`src/rtl/path_dir_store_pkg.sv`:
```
// rtl/path_dir_store_pkg.sv - direction codes and decode helper shared by CU, datapath and direction store
package path_dir_store_pkg;

  typedef enum logic [1:0] {
    DIR_UP    = 2'b00,
    DIR_RIGHT = 2'b01,
    DIR_LEFT  = 2'b10,
    DIR_DOWN  = 2'b11
  } dir_e;

  localparam int DEFAULT_DEPTH = 256;

  // One-hot decode ordered {up, right, left, down}
  function automatic logic [3:0] decode_dir(input dir_e d);
    logic [3:0] oh;
    oh = 4'b0000;
    case (d)
      DIR_UP:    oh = 4'b1000;
      DIR_RIGHT: oh = 4'b0100;
      DIR_LEFT:  oh = 4'b0010;
      DIR_DOWN:  oh = 4'b0001;
      default:   oh = 4'b0000;
    endcase
    return oh;
  endfunction

endpackage

```
`src/rtl/path_dir_store_dir_ram.sv`:
```
// rtl/path_dir_store_dir_ram.sv - DEPTH x 2 direction array, synchronous write, two asynchronous read ports
module path_dir_store_dir_ram
  import path_dir_store_pkg::*;
#(
  parameter int DEPTH = DEFAULT_DEPTH,
  parameter int AW    = $clog2(DEPTH)
) (
  input  logic          clk,
  input  logic          we,
  input  logic [AW-1:0] waddr,
  input  dir_e          wdata,
  input  logic [AW-1:0] raddr_a,
  output dir_e          rdata_a,
  input  logic [AW-1:0] raddr_b,
  output dir_e          rdata_b
);

  dir_e mem [DEPTH];

  // Contents carry no reset; pointers in the parent define which slots are live
  always_ff @(posedge clk) begin
    if (we) begin
      mem[waddr] <= wdata;
    end
  end

  // Port a serves the stack top for backtracking, port b serves the replay pointer
  assign rdata_a = mem[raddr_a];
  assign rdata_b = mem[raddr_b];

endmodule

```
`src/rtl/path_dir_store.sv`:
```
// rtl/path_dir_store.sv - move-direction LIFO for maze search with FIFO-order path replay
module path_dir_store
  import path_dir_store_pkg::*;
#(
  parameter int DEPTH = DEFAULT_DEPTH,
  parameter int AW    = $clog2(DEPTH)
) (
  input  logic          clk,
  input  logic          rst,
  input  logic          clr,
  input  logic          push,
  input  logic [1:0]    din_dir,
  input  logic          pop,
  input  logic          qpop,
  output logic          up,
  output logic          right,
  output logic          left,
  output logic          down,
  output logic          err,
  output logic [1:0]    qdir,
  output logic          qvalid,
  output logic          full,
  output logic          ovf,
  output logic [AW:0]   count
);

  localparam logic [AW:0] DEPTH_CNT = (AW+1)'(DEPTH);
  localparam logic [AW:0] ONE       = (AW+1)'(1);

  logic [AW:0]   sp;
  logic [AW:0]   rp;
  logic [AW:0]   sp_dec;
  logic [AW-1:0] top_addr;
  logic          empty;
  logic          ram_we;
  dir_e          top_dir;
  dir_e          rep_dir;

  assign count    = sp;
  assign full     = (sp == DEPTH_CNT);
  assign empty    = (sp == '0);
  assign sp_dec   = sp - ONE;
  assign top_addr = sp_dec[AW-1:0];
  // Only an accepted push writes; clr and a full stack both suppress it
  assign ram_we   = push && !clr && !full;

  path_dir_store_dir_ram #(
    .DEPTH (DEPTH),
    .AW    (AW)
  ) u_dir_ram (
    .clk     (clk),
    .we      (ram_we),
    .waddr   (sp[AW-1:0]),
    .wdata   (dir_e'(din_dir)),
    .raddr_a (top_addr),
    .rdata_a (top_dir),
    .raddr_b (rp[AW-1:0]),
    .rdata_b (rep_dir)
  );

  // Pointer, decode and flag update with strobe priority clr > push > pop > qpop
  always_ff @(posedge clk or posedge rst) begin
    if (rst) begin
      sp     <= '0;
      rp     <= '0;
      up     <= 1'b0;
      right  <= 1'b0;
      left   <= 1'b0;
      down   <= 1'b0;
      err    <= 1'b0;
      qdir   <= DIR_UP;
      qvalid <= 1'b0;
      ovf    <= 1'b0;
    end else if (clr) begin
      sp     <= '0;
      rp     <= '0;
      up     <= 1'b0;
      right  <= 1'b0;
      left   <= 1'b0;
      down   <= 1'b0;
      err    <= 1'b0;
      qdir   <= DIR_UP;
      qvalid <= 1'b0;
      ovf    <= 1'b0;
    end else begin
      qvalid <= 1'b0;
      if (push) begin
        err <= 1'b0;
        if (full) begin
          ovf <= 1'b1;
        end else begin
          sp <= sp + ONE;
        end
      end else if (pop) begin
        if (empty) begin
          err <= 1'b1;
        end else begin
          {up, right, left, down} <= decode_dir(top_dir);
          sp  <= sp_dec;
          err <= 1'b0;
          // Keep replay from ever reading a slot the backtrack just freed
          if (rp > sp_dec) begin
            rp <= sp_dec;
          end
        end
      end else if (qpop) begin
        if (rp < sp) begin
          qdir   <= rep_dir;
          rp     <= rp + ONE;
          qvalid <= 1'b1;
          err    <= 1'b0;
        end else begin
          err <= 1'b1;
        end
      end
    end
  end

endmodule

```
`config.mk`:
```
export PLATFORM = sky130hd
export DESIGN_NAME = path_dir_store
export DESIGN_NICKNAME = d
export VERILOG_FILES = /design/src/rtl/path_dir_store_pkg.sv /design/src/rtl/path_dir_store_dir_ram.sv /design/src/rtl/path_dir_store.sv
export SDC_FILE = /design/constraint.sdc
export NUM_CORES = 1
export LEC_CHECK = 0
export ABC_AREA = 1
export ABC_CLOCK_PERIOD_IN_PS = 2890
export BUFFER_PORTS_ARGS = -buffer_cell sky130_fd_sc_hd__buf_4
export CAP_MARGIN = 10
export CELL_PAD_IN_SITES_DETAIL_PLACEMENT = 1
export CELL_PAD_IN_SITES_GLOBAL_PLACEMENT = 2
export CORE_MARGIN = 2
export CORE_UTILIZATION = 36
export CTS_CLUSTER_DIAMETER = 30
export DETAILED_ROUTE_END_ITERATION = 6
export PLACE_DENSITY = 0.81
export SLEW_MARGIN = 0
export SYNTH_ARGS = -nofsm -noshare
export SYNTH_HDL_FRONTEND = slang
export SYNTH_HIERARCHICAL = 1
export SYNTH_SLANG_ARGS = --single-unit
```
`constraint.sdc`:
```
create_clock -name clk -period 2.89 [get_ports clk]
set_clock_uncertainty 0.1 [all_clocks]
set_input_delay 0.4335 -clock clk [delete_from_list [all_inputs] [get_ports clk]]
set_output_delay 0.4335 -clock clk [all_outputs]
set_load 0.05 [all_outputs]
```
### Word level (Yosys, flattened, before mapping)

Memory sizes are Yosys's and may differ from the RTL's.
Cells that the tools add are included.

| cells by class | value |
|---|---|
| $lt $le $gt $ge | 2 |
| reductions and logical operators | 20 |
| equal/unequal tests | 11 |
| muxes and demuxes | 50 |
| $add $sub $neg | 3 |

Operator list:

| kind | count |
|---|---|
| 9-bit 2-to-1 mux | 12 |
| 1-bit 2-to-1 mux | 32 |
| 9-bit by 1-bit adder with 9-bit output (second input constant) | 2 |
| 4-bit one-hot mux with 4 select lines | 1 |
| 2-bit 2-to-1 mux | 5 |
| 2-bit nonzero test | 5 |
| 9-bit equality test (second input constant) | 1 |
| 9-bit greater-than comparator | 1 |
| 9-bit zero test | 1 |
| 9-bit < comparator | 1 |
| 3-bit != test (second input constant) | 3 |
| 3-bit nonzero test | 3 |
| 9-bit by 1-bit subtractor with 9-bit output (second input constant) | 1 |
| 2-bit != test (second input constant) | 3 |
| 3-bit AND reduction | 2 |
| 5-bit AND reduction | 1 |
| 2-bit equality test (second input constant) | 2 |
| 4-bit AND reduction | 1 |
| 4-bit nonzero test | 1 |
| 3-bit by 2-bit != test with 1-bit output (second input constant) | 1 |
| 2-bit by 1-bit equality test with 1-bit output (second input constant) | 1 |
| 1-bit logical AND | 2 |
| 1-bit zero test | 2 |
| 2-bit zero test | 1 |
| 2-bit AND reduction | 1 |

| storage, ports and cells | value |
|---|---|
| output and inout port bits | 19 |
| input bits | 8 |
| register bits after elaboration | 27 |
| RAM bits | 512 |
| word-level logic and storage cells | 97 |
| memories | 1 |

Memories:

| name | words | width | rd ports | clocked after Yosys merged registers in | write ports | line | source |
|---|---|---|---|---|---|---|---|
| u_dir_ram.mem | 256 | 2 | 2 | 0 | 1 | path_dir_store_dir_ram.sv:18 | `dir_e mem [DEPTH];` |

### Logic depth before layout (Yosys ltp)

Gate-level depths: netlist (run 1).
An unclocked memory read counts as a cell.

| logic depth | value |
|---|---|
| depth after elaboration | 8 |
| depth in mapped cells | 19 |
| mapped depth without buffers | 19 |

### Cells and area by module

Netlist (run 1), hierarchy kept.

Modules (own cells, without submodules):

| module | area each (um^2) | times used | cells each | seq. area each (um^2) |
|---|---|---|---|---|
| path_dir_store_dir_ram | 27423.8 | 1 | 3208 | 15374.7 |
| path_dir_store | 2262.2 | 1 | 317 | 675.6 |

### Least setup slack after synthesis (run 1)

No wires, ideal clock.

| timing path | value |
|---|---|
| path type | flip-flop to flip-flop |
| from | register sp[0], in the netlist count[0] |
| to | memory u_dir_ram/mem[162][0] in the netlist's numbering (enable) |
| data arrival time | 2.813 ns |
| period minus slack after synthesis | 3.222 ns |
| slack | -0.332 ns |
| path buffers | 2 |
| setup time | 0.309 ns |
| stages on the path, launching flop included | 12 |
| required time | 2.481 ns |
| path through | dfrtp_1 > inv_1 > ha_1 > inv_1 > nor4_2 > nand2_1 > inv_1 > nor2_1 > clkbuf_1 > nand3_1 > clkbuf_1 > nor2_1 |

| between the ends | value |
|---|---|
| longest elaborated chain between the ends | 5 |

RTL lines:

| what | line | source |
|---|---|---|
| from (decl) | path_dir_store.sv:30 | `logic [AW:0] sp;` |
| from (signal assigned) | path_dir_store.sv:92 | `sp <= sp + ONE;` |
| from (signal assigned) | path_dir_store.sv:99 | `sp <= sp_dec;` |
| 9-bit equality test | path_dir_store.sv:40 | `assign full = (sp == DEPTH_CNT);` |
| via full | path_dir_store.sv:22 | `output logic full,` |
| 1-bit zero test | path_dir_store.sv:45 | `assign ram_we = push && !clr && !full;` |
| 1-bit logical AND | path_dir_store.sv:45 |  |
| via ram_we | path_dir_store.sv:35 | `logic ram_we;` |
| 1-bit 2-to-1 mux | path_dir_store_dir_ram.sv:22 | `if (we) begin` |
| 1-bit 2-to-1 mux (implied by the code) | path_dir_store_dir_ram.sv:23 | `mem[waddr] <= wdata;` |
| to (decl) | path_dir_store_dir_ram.sv:18 |  |

The timed path passes the listed nets, and every way through them passes these cells.

### Worst setup path after layout (run 1)

| timing path | value |
|---|---|
| from | register sp[0], in the netlist count[0] |
| to | register left |

| between the ends | value |
|---|---|
| longest elaborated chain between the ends | 8 |
| elaborated cells between the ends (all ways) | 14 |
| those cells by class | add/sub (1); eq/ne (4); mux (5); reduce/logical (3); memory (1) |

RTL lines:

| what | line | source |
|---|---|---|
| 9-bit by 1-bit subtractor with 9-bit output * | path_dir_store.sv:42 | `assign sp_dec = sp - ONE;` |
| via sp_dec[0] | path_dir_store.sv:32 | `logic [AW:0] sp_dec;` |
| memory read 256 x 2 bit * | - |  |
| via top_dir[0] | path_dir_store.sv:36 | `dir_e top_dir;` |
| 2-bit equality test (tied with other cells) | path_dir_store_pkg.sv:17 | `case (d)` |
| 4-bit one-hot mux with 4 select lines * | path_dir_store_pkg.sv:17 |  |
| 1-bit 2-to-1 mux * | path_dir_store.sv:95 | `if (empty) begin` |
| 1-bit 2-to-1 mux * | path_dir_store.sv:94 | `end else if (pop) begin` |
| 1-bit 2-to-1 mux * | path_dir_store.sv:87 | `if (push) begin` |
| 1-bit 2-to-1 mux * | path_dir_store.sv:74 | `end else if (clr) begin` |
| to (signal assigned) | path_dir_store.sv:98 | `{up, right, left, down} <= decode_dir(top_dir);` |
| to (decl) | path_dir_store.sv:17 | `output logic left,` |

Mark *: on every way through the listed nets, which the timed path passes. The rest lies on a longest branch. The select of a mux whose other input is x is not followed.
A chain may end at the register's enable or synchronous reset.

==> flow_metrics.env, run 1 <==
export IMPL_status="finished, final reports clean"
export IMPL_fin_crit_ns=2.80
export IMPL_peakVddDrop_v=0.000658
export IMPL_cts_num_sinks=539
export IMPL_port_buffers=26
export IMPL_yosys_warnings=6
export IMPL_maxSlewViolCount=0
export IMPL_gp_congestion=0.860
export IMPL_place_area_um2=31800
export IMPL_yosys_register_bits=539
export IMPL_use_met3_pct=4.82
export IMPL_start_util_pct=36.3
export IMPL_wl_per_cell_um=25.2
export IMPL_synth_area_leaders="edfxtp_1 (52%), nand3_1 (17%), nand2_1 (15%), nor2_1 (3.9%), dfrtp_1 (2.3%)"
export IMPL_die_h_um=291
export IMPL_reg2reg_to="left$_DFFE_PP0P_"
export IMPL_fin_util_pct=45.6
export IMPL_ys_types=42
export IMPL_yosysMostFrequentCell="nand2_1"
export IMPL_leakage_nw=14.4
export IMPL_hold_path_class="in -> reg"
export IMPL_hpwl_mm=72.3
export IMPL_period_share_pct=96.9
export IMPL_grt_pass1_vias=28300
export IMPL_fp_dieArea_um2=84800
export IMPL_crit_path_end="left$_DFFE_PP0P_"
export IMPL_cts_root_buf="clkbuf_16"
export IMPL_synth_nets=3551
export IMPL_busiest_layer="met2"
export IMPL_synth_edff_count=512
export IMPL_antenna_found_initial=1
export IMPL_cp_required_ns=3.42
export IMPL_h_tree_depth=4
export IMPL_synth_commonest_cells="nand2_1 (1190), nand3_1 (1021), edfxtp_1 (512), nor2_1 (305), buf_2 (94)"
export IMPL_relSlewSlack_pct=26.9
export IMPL_num_vias=27400
export IMPL_via_per_inst=5.69
export IMPL_met1_usage_pct=37.3
export IMPL_hold_viol=0
export IMPL_netlist_top_cell_by_area="edfxtp_1"
export IMPL_wl_mm=122
export IMPL_numCtsBuffers=133
export IMPL_postSynth_asyncResetShare_pct=5.01
export IMPL_cp_startpoint="count[0]$_DFFE_PP0P_"
export IMPL_syn_area_um2=29700
export IMPL_synth_seq_area_share_pct=54.1
export IMPL_fin_nets=3668
export IMPL_max_cap_violations=0
export IMPL_start_kind="register"
export IMPL_first_pass_iters=5
export IMPL_cts_tree="built"
export IMPL_grt_pass1_wl_mm=179
export IMPL_die_w_um=291
export IMPL_coreArea_um2=81800
export IMPL_path_clk_slew_ns=0.05
export IMPL_grt_max_degree=92
export IMPL_p_total_mw=43.3
export IMPL_path_class="reg -> reg"
export IMPL_io_pins=27
export IMPL_fin_area_um2=37400
export IMPL_met2_usage_pct=45.4
export IMPL_path_max_fanout=13
export IMPL_ant_nets=0
export IMPL_synth_top_area_share_pct=51.8
export IMPL_drtIter0Drc=2478
export IMPL_syn2layout_area_growth_pct=25.8
export IMPL_fmax_mhz=357
export IMPL_r2r_start="count[0]$_DFFE_PP0P_"
export IMPL_syn_inst=3525
export IMPL_r2r_slack_ns=0.09
export IMPL_drive_gt1_share_pct=14.8
export IMPL_worstPathArrival_ns=3.33
export IMPL_synthFlopType="edfxtp_1"
export IMPL_tns_ns=0
export IMPL_setup_viol=0
export IMPL_syn_avg_cell_area_um2=8.42
export IMPL_grt_use_total_pct=28.0
export IMPL_cts_max_path_buffers=3
export IMPL_clock_latency_ns=0.74
export IMPL_power_density_nw_per_um2=1160
export IMPL_ff2ff_path_depth=18
export IMPL_grt_overflow=0
export IMPL_drc=0
export IMPL_worst_pin_slew_ns=1.09
export IMPL_cp_end_kind="register"
export IMPL_rows=105
export IMPL_hold_depth=1
export IMPL_rsz0062_at_grt="true"
export IMPL_min_from="din_dir[0]"
[per-stage QoR]
stage	setup WS, ns	instances	hold slack [ns]
final	0.0890	4823	0.107
after global placement	0.0139	4541	0.399
after floorplan	0.0151	3525	0.386
after CTS	0.00112	4803	0.0678
after global routing	-0.0272	4821	0.101
after detailed placement	-0.00483	4541	0.396
[layout make-up]
cell class              count  area, um^2
fillers                  9434       44500
flip-flops and latches    539       16100
multi-input cells        2635       11800
clock buffers             145        3380
repair buffers            237        2920
clock inverters            99        1360
well taps                1070        1340
inverters                  96         435
diodes                      2        5.00
[how the worst min path moves through the flow]
| stage | slack [ns] | to |
|---|---|---|
| after detailed placement | 0.40 | qdir[1]$_DFFE_PP0P_ |
| final | 0.11 | u_dir_ram/mem[74][0]$_DFFE_PP_ |
| after global routing | 0.10 | u_dir_ram/mem[74][0]$_DFFE_PP_ |
| after global placement | 0.40 | qdir[1]$_DFFE_PP0P_ |
| after CTS | 0.07 | u_dir_ram/mem[107][0]$_DFFE_PP_ |
| after floorplan | 0.39 | count[3]$_DFFE_PP0P_ |
[placed cells by master, fill, tap and decap left out, types with 18 or more instances in the layout]
cell and count:
nand2_2 29, edfxtp_1 512, nand3_1 997, bufinv_16 22, nand2_1 1177, nand3_2 26
clkinvlp_4 18, buf_4 140, clkbuf_16 138, inv_1 79, nor2_1 305, buf_12 68
clkinv_2 23
[registers in the layout, indices dropped and copies added, names as in the netlist]
register       flops
err                1
u_dir_ram/mem    512
rp                 9
qvalid             1
count              9
right              1
qdir               2
up                 1
ovf                1
left               1
down               1
[worst max-delay path: stages, from the launching register on]
cell      delay [ns]
dfrtp_2         0.42
clkinv_8        0.09
ha_4            0.29
inv_6           0.07
inv_8           0.12
buf_12          0.16
buf_6           0.18
nand3_1         0.10
nand3_1         0.08
nand3_1         0.14
nand3_1         0.12
nand2_1         0.07
nand2_1         0.10
nand3_1         0.08
nand3_1         0.11
nand2_2         0.08
nor2_1          0.12
nand2_1         0.10
o22ai_2         0.16
[what timing repair did]
action                                  CTS  global route
buffers inserted                         11            13
endpoints found under the setup margin    5            16
hold endpoints to repair                 22             0
gates cloned                              3             5
pin swaps                                 0            11
resized for setup                        14            64
hold buffers                              5             0
[power breakdown]
group | internal [mW] | switching, mW
Clock | 10.6 | 5.20
Combinational | 6.10 | 12.4
Sequential | 8.72 | 0.300
[metal layers]
layer,up-vias,wire length (um)
met3,221,8190
met1,13800,51800
met4,0,4090
met2,1083,57500
met5,-,0
li1,12300,-
[cells by family (layout without fill, tap and decap cells)]
group                    after synthesis  count (layout)  synth area share (%)
flip-flops                           539             539                  54.1
AND/OR/NAND/NOR                     2554            2554                  37.1
other                                  0               2                     0
XOR/XNOR                               5               5                 0.148
adder cells (fa/ha/maj)               18              18                 0.759
AO/OA/AOI/OAI                         58              58                  1.14
buffers and inverters                351             577                  6.81
Note: power is estimated with default switching activity, not from simulation.
==> inputs of run 2 (changes only) <==
Settings changed: CORE_UTILIZATION 36 to 37, PLACE_DENSITY 0.81 to 0.86, SYNTH_HIERARCHICAL 1 to not set.
==> flow_metrics.env, run 2 <==
export IMPL_dp_cells=4367
export IMPL_syn_area_um2=29400
export IMPL_num_vias=26600
export IMPL_synth_top_area_share_pct=52.3
export IMPL_cts_tree="built"
export IMPL_period_share_pct=101
export IMPL_grt_pass1_vias=27500
export IMPL_status="finished with violations"
export IMPL_hold_path_class="in -> reg"
export IMPL_clock_latency_ns=0.71
export IMPL_largest_reg_flops=512
export IMPL_ys_types=42
export IMPL_n_antenna_cell=0
export IMPL_syn_avg_cell_area_um2=8.70
export IMPL_final_cell_count_no_fill=4618
export IMPL_first_pass_iters=5
export IMPL_numCtsBuffers=132
export IMPL_grt_pass1_wl_mm=168
export IMPL_synth_nets=3411
export IMPL_fin_util_pct=46.5
export IMPL_multi_input_area_um2=11300
export IMPL_gp_congestion=0.894
export IMPL_max_cap_violations=0
export IMPL_path_max_fanout=6
export IMPL_grt_use_total_pct=27.2
export IMPL_fp_dieArea_um2=81700
export IMPL_cp_end_kind="register"
export IMPL_drive_gt1_share_pct=14.6
export IMPL_io_pins=27
export IMPL_cts_root_buf="clkbuf_16"
export IMPL_yosys_warnings=0
export IMPL_maxSlewViolCount=0
export IMPL_worst_pin_slew_ns=0.738
export IMPL_drtIter0Drc=2634
export IMPL_fin_area_um2=36600
export IMPL_synthFlopType="edfxtp_1"
export IMPL_fmax_mhz=344
export IMPL_leakage_nw=13.7
export IMPL_rsz0062_at_grt="true"
export IMPL_syn2layout_area_growth_pct=24.6
export IMPL_cts_max_path_buffers=3
export IMPL_netlist_top_cell_by_area="edfxtp_1"
export IMPL_yosysMostFrequentCell="nor2_1"
export IMPL_layout_common_cells="nor2_1 (547), edfxtp_1 (512), nand2_1 (492)"
export IMPL_syn_inst=3379
export IMPL_wl_per_cell_um=24.4
export IMPL_cts_num_sinks=539
export IMPL_ff_latch_area_um2=16100
export IMPL_grt_max_degree=83
export IMPL_antenna_found_initial=0
export IMPL_synth_seq_area_share_pct=54.6
export IMPL_drc=0
export IMPL_hpwl_mm=69.5
export IMPL_hold_viol=0
export IMPL_power_density_nw_per_um2=1160
export IMPL_power_frac_comb_pct=42.4
export IMPL_final_common_cell="nor2_1"
export IMPL_h_tree_depth=4
export IMPL_start_util_pct=37.3
export IMPL_internal_power_mw=25.3
export IMPL_wl_mm=113
export IMPL_via_per_inst=5.76
export IMPL_power_share_clock_pct=36.6
export IMPL_fin_nets=3497
export IMPL_path_clk_slew_ns=0.05
export IMPL_die_w_um=286
export IMPL_worstPathArrival_ns=3.44
export IMPL_tns_ns=-0.0692
export IMPL_violations="setup timing"
export IMPL_die_h_um=286
export IMPL_start_kind="register"
export IMPL_synth_commonest_cells="nor2_1 (551), edfxtp_1 (512), nand2_1 (503), nand3_1 (497), o21ai_0 (324)"
export IMPL_grt_overflow=0
export IMPL_power_frac_seq_pct=21.0
export IMPL_postSynth_asyncResetShare_pct=5.01
export IMPL_ant_nets=0
export IMPL_peakVddDrop_v=0.000777
export IMPL_p_sw_mw=17.3
export IMPL_fin_crit_ns=2.91
export IMPL_synth_area_leaders="edfxtp_1 (52%), nand3_1 (8.5%), nor2_1 (7.0%), nand2_1 (6.4%), o21ai_0 (5.5%)"
export IMPL_yosys_register_bits=539
export IMPL_n_fill_cell=8968
export IMPL_fin_ws_ns=-0.0192
export IMPL_setup_viol=6
export IMPL_coreArea_um2=78700
export IMPL_synth_edff_count=512
export IMPL_port_buffers=26
export IMPL_place_area_um2=31600
export IMPL_p_sw_share_pct=40.6
export IMPL_rows=103
export IMPL_cp_required_ns=3.42
export IMPL_path_class="reg -> reg"
export IMPL_top_register="u_dir_ram.mem"
export IMPL_relSlewSlack_pct=50.7
## run 2: critical path, cell delays in order (launching register included)
cell	delay (ns)
dfrtp_4	0.50
inv_6	0.09
ha_4	0.15
inv_4	0.05
nor2_4	0.11
nand2_2	0.10
buf_6	0.15
xor2_1	0.16
ha_1	0.37
nand3_4	0.10
nor3_4	0.19
inv_1	0.07
o221ai_2	0.19
nand3_2	0.12
nand2_4	0.12
buf_8	0.14
nand3_2	0.07
nand2_1	0.07
## run 2: per-layer routing
layer	global-route usage (%)	share of wire, %	up-vias
li1	-	-	11900
met4	11.6	3.8	0
met2	45.6	48	1042
met3	4.70	6.9	265
met1	34.6	41	13400
met5	0	0	-
## run 2: what timing repair did
action / 4_1_cts / 5_1_grt
resized for setup: 14 / 48
setup buffers: 0 / 8
gates cloned: 0 / 1
pin swaps: 2 / 19
hold endpoints to repair: 31 / 0
hold buffers: 5 / 0
setup endpoints to repair: 22 / 28
## run 2: metrics by stage
stage | power (mW) | setup WS (ns) | hold slack [ns]
6_report | 42.6 | -0.0192 | 0.142
5_1_grt | 44.4 | -0.166 | 0.183
4_1_cts | 42.0 | 0.00408 | 0.158
3_5_place_dp | 26.1 | -0.0388 | 0.387
3_3_place_gp | 25.9 | 0.0109 | 0.380
2_1_floorplan | 19.1 | -0.264 | 0.386
## run 2: cells by family after synthesis
kind of cell / share of synthesized area, %
adders and majority gates: 1.02
buffers and inverters: 7.73
AOI/OAI and AO/OA: 12.6
and+or+nand+nor: 23.9
xor gates and xnor gates: 0.149
DFF: 54.6
## run 2: power by group through the flow
stage | clock network, mW | registers [mW] | logic, mW
6_report | 15.6 | 8.97 | 18.1
4_1_cts | 15.7 | 8.96 | 17.3
3_5_place_dp | 0 | 9.08 | 17.0
2_1_floorplan | 0 | 9.24 | 9.82
3_3_place_gp | 0 | 9.07 | 16.8
5_1_grt | 16.1 | 8.97 | 19.3
## run 2: layout make-up
class                      instances  area share, %
sequential                       539           43.9
timing repair buffer             210           6.05
inverter                         276           2.88
clock buffer                     149           9.49
multi-input combinational       2306           30.9
tap                             1050           3.59
clock inverter                    88           3.22
## run 2: path summary, 6_finish.rpt
kind,start,to,slack (ns),cells past startpoint
max,count[0]$_DFFE_PP0P_,rp[3]$_DFFE_PP0P_,-0.02,17
min,din_dir[1],u_dir_ram.mem[55][1]$_DFFE_PP_,0.14,1
max reg2reg,count[0]$_DFFE_PP0P_,rp[3]$_DFFE_PP0P_,-0.02,17
min reg2reg,left$_DFFE_PP0P_,left$_DFFE_PP0P_,0.40,2
max in group asynchronous,rst,rp[2]$_DFFE_PP0P_,2.05,4
min in group asynchronous,rst,right$_DFFE_PP0P_,0.28,4
